$ cat config.mk
export PLATFORM = sky130hd
export DESIGN_NAME = alu_operand_stage
export DESIGN_NICKNAME = d
export VERILOG_FILES = /design/src/rtl/alu_operand_stage.sv
export SDC_FILE = /design/constraint.sdc
export NUM_CORES = 1
export LEC_CHECK = 0
export BUFFER_PORTS_ARGS = -buffer_cell sky130_fd_sc_hd__buf_4
export CAP_MARGIN = 10
export CORE_AREA = 2 2 123 125
export CTS_BUF_LIST = sky130_fd_sc_hd__clkbuf_2 sky130_fd_sc_hd__clkbuf_4 sky130_fd_sc_hd__clkbuf_8
export DETAILED_ROUTE_END_ITERATION = 12
export DIE_AREA = 0 0 125 127
export PLACE_DENSITY = 0.95
export SYNTH_ARGS = -nofsm -noshare
export SYNTH_HDL_FRONTEND = slang
export SYNTH_SLANG_ARGS = --single-unit
export TNS_END_PERCENT = 1
$ cat constraint.sdc
create_clock -name clk -period 3 [get_ports clk]
set_input_delay 0.3 -clock clk [delete_from_list [all_inputs] [get_ports clk]]
set_output_delay 0.3 -clock clk [all_outputs]
set_load 0.005 [all_outputs]
$ cat src/rtl/alu_operand_stage.sv
// -----------------------------------------------------------------------------
// alu_operand_stage
//
// Picks ALU operands A and B independently from NSRC candidate sources and
// holds the selected pair in a 2-entry skid buffer (main + skid) behind a
// valid/ready handshake. The main entry drives the outputs directly, and
// in_ready comes from a flop, so out_ready never reaches in_ready
// combinationally.
//
// Optional feature macro: ALU_OPSTAGE_SEL_CHECK_EN
//   defined   -> sel_err is a sticky flag set by an accepted out-of-range select
//   undefined -> sel_err is tied to 0 and the check logic is absent
//
// Ports:
//   clk        rising-edge clock
//   rst_n      asynchronous active-low reset
//   src        NSRC*WIDTH flattened sources, source k at src[k*WIDTH +: WIDTH]
//   sel_a      source index for operand A
//   sel_b      source index for operand B
//   in_valid   src/sel_* valid this cycle
//   in_ready   stage can accept (registered)
//   flush      synchronous discard of all buffered entries
//   op_a       selected operand A
//   op_b       selected operand B
//   out_valid  op_a/op_b valid
//   out_ready  ALU consumes this cycle
//   sel_err    sticky out-of-range select flag
//   stall_cnt  saturating count of cycles with out_valid && !out_ready
// -----------------------------------------------------------------------------
module alu_operand_stage #(
    parameter  int WIDTH = 32,
    parameter  int NSRC  = 4,
    localparam int SELW  = $clog2(NSRC)
) (
    input  logic                  clk,
    input  logic                  rst_n,
    input  logic [NSRC*WIDTH-1:0] src,
    input  logic [SELW-1:0]       sel_a,
    input  logic [SELW-1:0]       sel_b,
    input  logic                  in_valid,
    output logic                  in_ready,
    input  logic                  flush,
    output logic [WIDTH-1:0]      op_a,
    output logic [WIDTH-1:0]      op_b,
    output logic                  out_valid,
    input  logic                  out_ready,
    output logic                  sel_err,
    output logic [15:0]           stall_cnt
);

    typedef enum logic [1:0] {
        ST_EMPTY = 2'd0,
        ST_ONE   = 2'd1,
        ST_TWO   = 2'd2
    } state_t;

    // Indices with no matching source (only reachable for non-power-of-two
    // NSRC) fall through the loop and return zero.
    function automatic logic [WIDTH-1:0] sel_operand(
        input logic [NSRC*WIDTH-1:0] s,
        input logic [SELW-1:0]       idx
    );
        logic [WIDTH-1:0] v;
        v = '0;
        for (int k = 0; k < NSRC; k++) begin
            if (idx == SELW'(k)) v = s[k*WIDTH +: WIDTH];
        end
        return v;
    endfunction

    function automatic logic [15:0] sat_inc16(input logic [15:0] c);
        return (c == 16'hFFFF) ? c : c + 16'd1;
    endfunction

    state_t            r_state;
    logic              r_in_ready;
    logic [WIDTH-1:0]  r_main_a_p1;
    logic [WIDTH-1:0]  r_main_b_p1;
    logic [WIDTH-1:0]  r_skid_a_p1;
    logic [WIDTH-1:0]  r_skid_b_p1;
    logic [15:0]       r_stall_cnt;

    logic [WIDTH-1:0]  w_op_a_p0;
    logic [WIDTH-1:0]  w_op_b_p0;
    logic              w_vld_p1;
    logic              w_acc;
    logic              w_pop;

    // ---- stage p0: combinational operand select on the input side ----
    assign w_op_a_p0 = sel_operand(src, sel_a);
    assign w_op_b_p0 = sel_operand(src, sel_b);

    assign w_vld_p1  = (r_state != ST_EMPTY);
    assign w_acc     = in_valid && r_in_ready;
    assign w_pop     = w_vld_p1 && out_ready;

    // ---- stage p1: main/skid storage, handshake state, stall counter ----
    always_ff @(posedge clk or negedge rst_n) begin
        if (!rst_n) begin
            r_state     <= ST_EMPTY;
            r_in_ready  <= 1'b1;
            r_main_a_p1 <= '0;
            r_main_b_p1 <= '0;
            r_skid_a_p1 <= '0;
            r_skid_b_p1 <= '0;
            r_stall_cnt <= '0;
        end else begin
            if (w_vld_p1 && !out_ready) r_stall_cnt <= sat_inc16(r_stall_cnt);

            if (flush) begin
                // Any accept in this cycle is dropped along with the buffer.
                r_state    <= ST_EMPTY;
                r_in_ready <= 1'b1;
            end else begin
                case (r_state)
                    ST_EMPTY: begin
                        if (w_acc) begin
                            r_main_a_p1 <= w_op_a_p0;
                            r_main_b_p1 <= w_op_b_p0;
                            r_state     <= ST_ONE;
                        end
                    end
                    ST_ONE: begin
                        if (w_acc && !w_pop) begin
                            r_skid_a_p1 <= w_op_a_p0;
                            r_skid_b_p1 <= w_op_b_p0;
                            r_state     <= ST_TWO;
                            r_in_ready  <= 1'b0;
                        end else if (w_acc && w_pop) begin
                            r_main_a_p1 <= w_op_a_p0;
                            r_main_b_p1 <= w_op_b_p0;
                        end else if (w_pop) begin
                            r_state     <= ST_EMPTY;
                        end
                    end
                    ST_TWO: begin
                        // in_ready is 0 here, so only a pop can happen.
                        if (w_pop) begin
                            r_main_a_p1 <= r_skid_a_p1;
                            r_main_b_p1 <= r_skid_b_p1;
                            r_state     <= ST_ONE;
                            r_in_ready  <= 1'b1;
                        end
                    end
                    default: begin
                        r_state    <= ST_EMPTY;
                        r_in_ready <= 1'b1;
                    end
                endcase
            end
        end
    end

`ifdef ALU_OPSTAGE_SEL_CHECK_EN
    logic r_sel_err;

    // Only pairs that actually enter the buffer can raise the flag; a pair
    // discarded by flush never produces a zeroed operand.
    always_ff @(posedge clk or negedge rst_n) begin
        if (!rst_n) begin
            r_sel_err <= 1'b0;
        end else if (w_acc && !flush &&
                     ((int'(sel_a) >= NSRC) || (int'(sel_b) >= NSRC))) begin
            r_sel_err <= 1'b1;
        end
    end

    assign sel_err = r_sel_err;
`else
    assign sel_err = 1'b0;
`endif

    assign in_ready  = r_in_ready;
    assign out_valid = w_vld_p1;
    assign op_a      = r_main_a_p1;
    assign op_b      = r_main_b_p1;
    assign stall_cnt = r_stall_cnt;

endmodule
==> impl_metrics.yaml <==
timing:
  tns_ns: 0
  post-route-period-util_pct: 75.73
  report.final.setup_viol: 0
  fmaxAchievable_ghz: 0.4401
  final_max_slew_viol_count: 0
  finalHoldViolations: 0
  relSlewSlack_pct: 16.89
  unrepaired_setup_endpoints_after_global_routing: "false"
  period_needed_ns: 2.272
  finClkSkew_ns: 0.01100
  tightest_slew_ns: 1.247
  postLayoutSetupSlackWorst_ns: 0.7280
critical_path:
  timing.critical_path.from_type: "flop"
  timing.critical_path.slowest_cell_delay_ns: 0.91
  crit-reg2reg-launch: "r_state[1]"
  timing.critical_path.depth: 3
  critPathMaxFanout: 128
  timing.setup.critical_path_class: "flop to flop"
  path_cells: "nand4b_1 -> or3_4 -> o21ai_0"
  setup.reg_to_reg.worst_slack_ns: 0.73
  critical_path.endpoint_type: "flop"
  arrival_ns: 2.54
  timing.reg2reg.worst_path_depth: 3
  crit_path_start: "r_state[1]"
  worst_r2r_endpoint: "r_skid_b_p1[7]"
  cp.buffers_inverters: 0
  endpoint: "r_skid_b_p1[7]"
  timing.critical_path.required_ns: 3.26
  timing.critical_path.max_delay_family: "simple AND/OR/NAND/NOR gates"
  critical-path-slowest-cell: "or3_4"
logic_synthesis:
  ys_async_sr_fraction_pct: 100.0
  synth_area_leader_cell: "dfrtp_1"
  mappedNetlistNets: 1093
  ys_warn_count: 0
  synth_top_area_share_pct: 42.62
  yosysMostFrequentCell: "nand2_1"
  syn_avg_cell_area_um2: 8.976
  synth_area_leaders: "dfrtp_1 43%, o21ai_0 9.9%, nand2_1 8.7%"
  ys_seq_area_share_pct: 42.93
  postSynthCellCount: 955
  synthDistinctLibCells: 42
  synthesis_stage_register_bit_count: 147
  yosys_most_used_dff: "dfrtp_1"
  post_synth_instance_area_um2: 8572
  synth_edf_count: 0
  synth_common_cells: "199 x nand2_1, 169 x o21ai_0, 146 x dfrtp_1, 66 x mux2_2, 65 x nand3_1"
clock_tree:
  root_buffer: "clkbuf_8"
  cts.htree.levels: 4
  ctsResizeCount: 0
  clock_tree.buffer_depth: 2
  tritoncts.num_buffers: 17
  cts_tree: "done"
  number_of_clock_sinks: 147
  clk_pin_slew_ns: 0.08
  clkLatencyLatePin_ns: 0.44
route:
  drc_viols: 0
  drt.antenna.violating_nets: 0
  first_iter_violations: 739
  routedWlPerCell_um: 18.21
  drt-vias-per-instance: 6.218
  drt_first_pass_iters: 5
  via_count: 8170
  postRouteWirelength_um: 23930
die:
  die_width_um: 125
  core_area_um2: 14420
  top_level_ports: 220
  vertical_die_dimension_um: 127
  row_count: 44
  start_util_pct: 59.43
  die_area_um2: 15880
finish:
  layout-drive-gt1-share_pct: 29.82
  fill_cells: 1031
  finish.net_count: 1256
  insertedDiodeCount: 0
  syn2layout_area_growth_pct: 23.73
  layout.cells.non_filler: 1314
power_and_ir_drop:
  total_leakage_power_nw: 5.023
  power_density_nw_per_um2: 577.3
  peak_supply_drop_mv: 0.3684
placed_design:
  gpl.final_weighted_congestion: 0.8407
  dp.cells: 1282
  final_hpwl_dp_um: 16460
  io_buffer_count: 218
  dp_worst_setup_slack_ns: 0.7723
min_path:
  worst_hold_path_type: "input port to flop"
global_route:
  global_route.usage.total_pct: 29.89
  first_global_vias: 7800
  largest_net_degree_at_the_start_of_global_routing: 129
  gr-total-overflow: 0
  antenna_found_initial: 1
  grt_first_pass_wirelength_um: 38750
job:
  timing.max_cap.violations: 0
outcome:
  outcome: "complete, no violations"
[routing by layer]
| metal | wire length, µm | track usage (%) | vias to the layer above |
|---|---|---|---|
| li1 | - | - | 3775 |
| met1 | 9874 | 39.58 | 3908 |
| met2 | 11540 | 48.69 | 417 |
| met3 | 1835 | 6.491 | 68 |
| met4 | 666 | 11.37 | 2 |
| met5 | 14 | 0 | - |
[metrics by stage]
| stage | hold WS (ns) | cell area (µm²) | util [%] | total power [mW] |
|---|---|---|---|---|
| floorplan | 0.004409 | 8572 | - | 3.683 |
| CTS | 0.02992 | 10610 | 73.53 | 6.128 |
| finish | 0.06403 | 10610 | 73.53 | 6.123 |
| global route | 0.04629 | 10610 | 73.53 | 6.474 |
| detailed placement | 0.3945 | 10210 | 70.76 | 4.596 |
| global placement | 0.3935 | 10210 | 70.76 | 4.483 |
[worst min-delay path by stage]
stage,from,end,slack [ns],cells past startpoint
finish,flush,r_state[0],0.06,2
CTS,flush,r_state[0],0.03,2
global placement,rst_n,op_a[29],0.39,1
global route,flush,r_state[1],0.05,2
floorplan,rst_n,op_a[0],0.004,0
detailed placement,rst_n,op_a[29],0.39,1
[layout make-up]
cell class	count	area [µm²]	share of cell area, %
clock buffers	22	284.0	2.678
clock inverters	9	106.4	1.003
inverters	3	11.26	0.1062
multi-input cells	718	4504	42.47
flip-flops and latches	147	3680	34.69
well taps	184	230.2	2.171
repair buffers	231	1790	16.88
[cell usage in the layout (no fill, tap or decap), types with 5 or more instances in the layout]
cell type	synthesis	routed
buf_4	2	225
clkbuf_8	0	19
dfrtp_1	146	146
mux2_2	66	66
mux2i_1	60	60
nand2_1	199	199
nand3_1	65	65
nand3b_1	7	7
nor2_1	7	7
nor3_1	5	5
o21ai_0	169	169
o21ai_1	19	19
o221ai_1	60	60
o22ai_1	5	5
xor2_1	10	10
[state kept, by name (all words and copies together) (netlist names)]
name / flops
r_state: 2
op_a: 32
in_ready: 1
r_skid_a_p1: 32
op_b: 32
stall_cnt: 16
r_skid_b_p1: 32
[kinds of logic after synthesis]
kind of cell	count (synthesis)	share of synthesized area (%)
XOR/XNOR	13	1.328
flip-flops	147	42.93
AO/OA/AOI/OAI	265	18.61
other	1	0.04375
buffers and inverters	90	4.773
adder cells (fa/ha/maj)	1	0.1459
AND/OR/NAND/NOR	312	16.49
multiplexers	126	15.68
[power breakdown]
group | switching (mW) | total (mW) | internal, mW
registers | 0.377 | 2.91 | 2.53
clock network | 0.736 | 1.54 | 0.803
logic | 0.826 | 1.68 | 0.851
total | 1.94 | 6.12 | 4.18
[what timing repair did]
item                                   CTS  global route
setup buffers                            0             0
hold buffers                             1             0
endpoints found under the hold margin   79             0
No activity file was read; power rests on OpenSTA's default activity.
